--- src/rtl/line_buffer_feeder.sv ---
`default_nettype none
// ============================================================================
// Module   : line_buffer_feeder
// Function : Band-by-band SRAM walker emitting KER_SIZE-pixel column vectors
// Revision : 1.0
// ============================================================================
module line_buffer_feeder #(
    parameter int KER_SIZE = 3,
    parameter int DATA_W   = 8,
    parameter int IMG_W    = 16,
    parameter int IMG_H    = 16,
    parameter int ADDR_W   = 8
) (
    input  logic                       clk,
    input  logic                       rstn,
    input  logic                       start,
    input  logic                       abort,
    input  logic [ADDR_W-1:0]          base_addr,
    output logic                       sram_re,
    output logic [ADDR_W-1:0]          sram_addr,
    input  logic [DATA_W-1:0]          sram_rdata,
    output logic                       col_valid,
    output logic [KER_SIZE*DATA_W-1:0] col_data,
    output logic                       row_done,
    output logic                       flush,
    output logic                       busy,
    output logic                       done
);

    localparam int c_k_w = $clog2(KER_SIZE);
    localparam int c_c_w = (IMG_W > 1) ? $clog2(IMG_W) : 1;
    localparam int c_r_w = (IMG_H > KER_SIZE) ? $clog2(IMG_H - KER_SIZE + 1) : 1;

    localparam logic [c_k_w-1:0]  c_k_last   = c_k_w'(KER_SIZE - 1);
    localparam logic [c_c_w-1:0]  c_c_last   = c_c_w'(IMG_W - 1);
    localparam logic [c_r_w-1:0]  c_r_last   = c_r_w'(IMG_H - KER_SIZE);
    localparam logic [ADDR_W-1:0] c_row_step = ADDR_W'(IMG_W);

    localparam logic [2:0] c_st_idle   = 3'd0;
    localparam logic [2:0] c_st_flush  = 3'd1;
    localparam logic [2:0] c_st_read   = 3'd2;
    localparam logic [2:0] c_st_drain1 = 3'd3;
    localparam logic [2:0] c_st_drain2 = 3'd4;
    localparam logic [2:0] c_st_rowend = 3'd5;
    localparam logic [2:0] c_st_done   = 3'd6;

    logic [2:0]                 state_q, state_d;
    logic [c_r_w-1:0]           r_q, r_d;
    logic [c_c_w-1:0]           c_q, c_d;
    logic [c_k_w-1:0]           k_q, k_d;
    logic [ADDR_W-1:0]          row_base_q, row_base_d;
    logic [ADDR_W-1:0]          col_base_q, col_base_d;
    logic [ADDR_W-1:0]          addr_q, addr_d;
    logic                       rd_vld_q, rd_vld_d;
    logic [c_k_w-1:0]           rd_tag_q, rd_tag_d;
    logic                       col_valid_q, col_valid_d;
    logic [KER_SIZE*DATA_W-1:0] col_data_q, col_data_d;
    logic                       flush_pend_q, flush_pend_d;
    logic                       abort_hit;

    assign abort_hit = abort && (state_q != c_st_idle);

    always_ff @(posedge clk or negedge rstn) begin
        if (!rstn) begin
            state_q <= c_st_idle;
        end else begin
            state_q <= state_d;
        end
    end

    always_comb begin
        state_d = state_q;
        case (state_q)
            c_st_idle:   if (start) state_d = c_st_flush;
            c_st_flush:  state_d = c_st_read;
            c_st_read:   if (k_q == c_k_last && c_q == c_c_last) state_d = c_st_drain1;
            c_st_drain1: state_d = c_st_drain2;
            c_st_drain2: state_d = c_st_rowend;
            c_st_rowend: state_d = (r_q == c_r_last) ? c_st_done : c_st_read;
            c_st_done:   state_d = c_st_idle;
            default:     state_d = c_st_idle;
        endcase
        if (abort_hit) begin
            state_d = c_st_idle;
        end
    end

    always_comb begin
        sram_re   = (state_q == c_st_read);
        sram_addr = (state_q == c_st_read) ? addr_q : '0;
        flush     = (state_q == c_st_flush) || flush_pend_q;
        busy      = (state_q == c_st_flush)  || (state_q == c_st_read) ||
                    (state_q == c_st_drain1) || (state_q == c_st_drain2) ||
                    (state_q == c_st_rowend);
        row_done  = (state_q == c_st_rowend);
        done      = (state_q == c_st_done);
    end

    assign col_valid = col_valid_q;
    assign col_data  = col_data_q;

    // Address walks down a column by row_step per tap, then hops to the next column base.
    always_comb begin
        r_d        = r_q;
        c_d        = c_q;
        k_d        = k_q;
        row_base_d = row_base_q;
        col_base_d = col_base_q;
        addr_d     = addr_q;
        case (state_q)
            c_st_idle: begin
                if (start) begin
                    r_d        = '0;
                    c_d        = '0;
                    k_d        = '0;
                    row_base_d = base_addr;
                    col_base_d = base_addr;
                    addr_d     = base_addr;
                end
            end
            c_st_read: begin
                if (k_q == c_k_last) begin
                    k_d = '0;
                    if (c_q != c_c_last) begin
                        c_d        = c_q + 1'b1;
                        col_base_d = col_base_q + 1'b1;
                        addr_d     = col_base_q + 1'b1;
                    end
                end else begin
                    k_d    = k_q + 1'b1;
                    addr_d = addr_q + c_row_step;
                end
            end
            c_st_rowend: begin
                if (r_q != c_r_last) begin
                    r_d        = r_q + 1'b1;
                    c_d        = '0;
                    k_d        = '0;
                    row_base_d = row_base_q + c_row_step;
                    col_base_d = row_base_q + c_row_step;
                    addr_d     = row_base_q + c_row_step;
                end
            end
            default: ;
        endcase
    end

    // Read tag travels one cycle behind the request, matching SRAM latency.
    always_comb begin
        rd_vld_d     = (state_q == c_st_read);
        rd_tag_d     = k_q;
        col_valid_d  = rd_vld_q && (rd_tag_q == c_k_last);
        col_data_d   = col_data_q;
        flush_pend_d = abort_hit;
        if (rd_vld_q) begin
            for (int i = 0; i < KER_SIZE; i++) begin
                if (rd_tag_q == c_k_w'(i)) begin
                    col_data_d[i*DATA_W +: DATA_W] = sram_rdata;
                end
            end
        end
        if (abort_hit) begin
            rd_vld_d    = 1'b0;
            col_valid_d = 1'b0;
            col_data_d  = col_data_q;
        end
    end

    always_ff @(posedge clk or negedge rstn) begin
        if (!rstn) begin
            r_q          <= '0;
            c_q          <= '0;
            k_q          <= '0;
            row_base_q   <= '0;
            col_base_q   <= '0;
            addr_q       <= '0;
            rd_vld_q     <= 1'b0;
            rd_tag_q     <= '0;
            col_valid_q  <= 1'b0;
            col_data_q   <= '0;
            flush_pend_q <= 1'b0;
        end else begin
            r_q          <= r_d;
            c_q          <= c_d;
            k_q          <= k_d;
            row_base_q   <= row_base_d;
            col_base_q   <= col_base_d;
            addr_q       <= addr_d;
            rd_vld_q     <= rd_vld_d;
            rd_tag_q     <= rd_tag_d;
            col_valid_q  <= col_valid_d;
            col_data_q   <= col_data_d;
            flush_pend_q <= flush_pend_d;
        end
    end

endmodule
`default_nettype wire

--- config.mk ---
export PLATFORM = sky130hd
export DESIGN_NAME = line_buffer_feeder
export DESIGN_NICKNAME = d
export VERILOG_FILES = /design/src/rtl/line_buffer_feeder.sv
export SDC_FILE = /design/constraint.sdc
export NUM_CORES = 1
export LEC_CHECK = 0
export ABC_AREA = 1
export CORE_ASPECT_RATIO = 1.1
export CORE_MARGIN = 1
export CORE_UTILIZATION = 39
export CTS_BUF_LIST = sky130_fd_sc_hd__clkbuf_2
export DETAILED_ROUTE_END_ITERATION = 8
export PLACE_DENSITY_LB_ADDON = 0.1
export SYNTH_ARGS = -nofsm -noshare
export SYNTH_HDL_FRONTEND = slang
export SYNTH_SLANG_ARGS = --single-unit
--- constraint.sdc ---
create_clock -name clk -period 1.5 [get_ports clk]
set_clock_uncertainty 0.2 [all_clocks]
set_input_delay 0.3 -clock clk [delete_from_list [all_inputs] [get_ports clk]]
set_output_delay 0.3 -clock clk [all_outputs]
set_load 0.03 [all_outputs]
==> flow_metrics.tcl <==
set metrics [dict create \
    r2r_slack_ns -0.52 \
    std_cell_rows 34 \
    cp_top_family "buffers and inverters" \
    grt_pass1_vias 3209 \
    pin_count 58 \
    drt-pass1-iter-count 5 \
    synth_most_common_cell "nand2_1" \
    clockRootBuffer "clkbuf_2" \
    fin_cells 695 \
    fin_util 0.6937 \
    path_common_cell "buf_6" \
    grt_antenna_before_repair 0 \
    clk_latency_ns 0.52 \
    num-nets-final 608 \
    synth_commonest_cells "140 x nand2_1, 66 x dfrtp_1, 47 x inv_1" \
    dp_hpwl_um 5737 \
    yosysTopAreaCell "dfrtp_1" \
    yosys_warnings 0 \
    rsz0062_at_grt "true" \
    core_sq_um 8040 \
    drive_above_1_share 0.4463 \
    synth_area_leaders "dfrtp_1 50%, nand2_1 16%, o21ai_0 5.9%" \
    async_reset_ff_frac 1.000 \
    reg2reg_to "col_base_q[0]$_DFFE_PN0P_" \
    via_count 3332 \
    cts_sinks 66 \
    endpoint "flush" \
    wl_per_cell_um 13.99 \
    clkSlewWorstSetupHoldPaths_ns 0.24 \
    cp.required_ns 1.00 \
    grt_pass1_wl_um 15010 \
    arrival_ns 1.67 \
    dieWidth_um 89.68 \
    synth_edf_count 0 \
    p_total_mw 11.62 \
    synthXorXnorAreaFrac 0.007967 \
    relSlewSlack 0.7754 \
    synth.yosys.seq_area_share 0.5008 \
    drt_iter0_drc 141 \
    ys_seq_elements 66 \
    setup_ws_ns -0.6685 \
    crit_chain "buf_6 > buf_6 > nand2_4 > buf_6 > o21bai_1 > buf_4" \
    die_h_um 98.45 \
    preCtsSetupSlack_ns -0.3750 \
    end_kind "output pin" \
    synth-main-ff-cell "dfrtp_1" \
    finalSetupViolCount 100 \
    totalWireLength_um 9726 \
    critical-path-slowest-cell "dfrtp_1" \
    period_share 1.446 \
    synth_simple_gate_area_frac 0.2902 \
    crit_buf_inv 4 \
    crit_type "flip-flop to output pin" \
    final-hold-violation-count 0 \
    layout_min_cycle_time_ns 2.169 \
    io_buffers 57 \
    worstPathMaxFanout 3 \
    cp-start-kind "flip-flop" \
    place.gp.congestion 0.8085 \
    drc 0 \
    slew_violations 0 \
    htreeDepth 3 \
    tns_ns -33.17 \
    dpl.cell_count 636 \
    reg2reg_depth 12 \
    avgSynthCellArea_sq_um 7.797 \
    crit_cells 6 \
    fillers 601 \
    fmax_ghz 0.4611 \
    status "complete, but fails checks" \
    grt_max_degree 38 \
    cts_tree "built" \
    p_leak_nw 2.803 \
    r2r_start "state_q[2]$_DFFE_PN0P_" \
    syn_nets 449 \
    synth_cell_types 28 \
    syn-cell-area_sq_um 3298 \
    ant_nets 0 \
    cts_buffers 9 \
    synth_top_area_frac 0.5008 \
    grt_overflow 0 \
    hold_path_class "input port to async pin" \
    worstMarginPinSlew_ns 0.3354 \
    violations "negative setup slack" \
    synth_fa_ha_area_frac 0.02276 \
    clockBufferDepth 2 \
    worstSetupStartpoint "state_q[0]$_DFFE_PN0P_" \
    syn2layout_area_growth_pct 69.12 \
    synth_top_family_by_area "simple AND/OR/NAND/NOR gates" \
    vdd_drop_max_v 0.001035 \
    vias_per_cell 4.794 \
    powerDensity_nw_per_um2 2083 \
    initial_core_util 0.4102 \
    cpPeakStageDelay_ns 0.45 \
    synth_cells 423 \
    grt_usage 0.2224 \
    synth_mux_area_frac 0 \
    dieArea_sq_um 8829 \
    synth_compound_area_frac 0.09636 \
    max-cap-violations 0 \
    diodes 0 \
]
==> placed cells by master, fill, tap and decap left out, types with 3 or more instances in the layout <==
cell type,instances
nand2_1,98
buf_4,71
dfrtp_1,64
buf_6,53
inv_1,43
nand2_2,38
o21ai_1,30
nand3_1,21
nor2_4,18
clkdlybuf4s50_1,18
nor2_1,17
nand2_4,11
clkbuf_2,9
buf_12,9
nand3_2,7
a21oi_1,7
o21ai_0,6
o21ai_2,6
ha_1,6
inv_2,5
nand3_4,5
a21oi_2,5
nor2_2,4
o211ai_1,3
nand4_1,3
clkinv_4,3
bufinv_16,3
==> registers in the layout, indices dropped and copies added (netlist names) <==
register and count:
col_valid 1, addr_q 8, flush_pend_q 1, col_base_q 8
col_data 24, state_q 3, k_q 2, row_base_q 8
rd_vld_q 1, c_q 4, r_q 4, rd_tag_q 2
==> metrics by stage <==
stage | hold WS [ns] | instance area [sq um]
floorplan | -0.1956 | 3423
global placement | -0.04168 | 4427
detailed placement | -0.04169 | 4427
CTS | 0.07469 | 5197
global route | 0.04952 | 5578
finish | 0.07933 | 5578
==> final cells by class <==
cell class	instances	area [sq um]	area share
multi-input cells	296	1802	0.3230
well taps	108	135.1	0.02423
clock inverters	7	125.1	0.02243
repair inverters	1	16.27	0.002916
clock buffers	9	45.04	0.008075
flip-flops and latches	66	1654	0.2965
inverters	50	205.2	0.03679
repair buffers	158	1595	0.2860
==> cells by family after synthesis <==
logic type / after synthesis
buffers and inverters: 62
flip-flops: 66
AND/OR/NAND/NOR: 226
XOR/XNOR: 3
AO/OA/AOI/OAI: 60
adder cells (fa/ha/maj): 6
==> worst min-delay path by stage <==
stage,endpoint,slack (ns),cells after the start
CTS,col_data[23]$_DFFE_PN0P_,0.07,3
global placement,col_data[8]$_DFFE_PN0P_,-0.04,1
finish,col_data[6]$_DFFE_PN0P_,0.08,3
global route,col_data[23]$_DFFE_PN0P_,0.05,3
detailed placement,col_data[8]$_DFFE_PN0P_,-0.04,1
floorplan,addr_q[0]$_DFFE_PN0P_,-0.20,0
==> timing repair <==
item                                   4_1_cts  5_1_grt
hold buffers                                 2        0
pin swaps                                    9       26
endpoints found under the hold margin       66        0
buffers inserted                            24       18
gates resized for setup                    107       86
setup endpoints to repair                   98      101
gates cloned                                 3        2
==> where the power goes <==
part	switching [mW]	internal (mW)
Clock	0.728	0.734
Sequential	0.658	2.50
Combinational	3.68	3.32
==> worst min-delay path, stage by stage <==
cell and delay [ns]:
dlygate4sd3_1 0.52, buf_2 0.16, buf_12 0.22
==> per-layer routing <==
metal / track usage / share of wire / vias up
met1: 0.2614 / 0.41 / 1550
met5: 0 / 0 / -
met3: 0.04774 / 0.046 / 22
li1: - / - / 1666
met4: 0.05861 / 0.022 / 0
met2: 0.4015 / 0.52 / 94
Power figures use the tool's default switching activity.
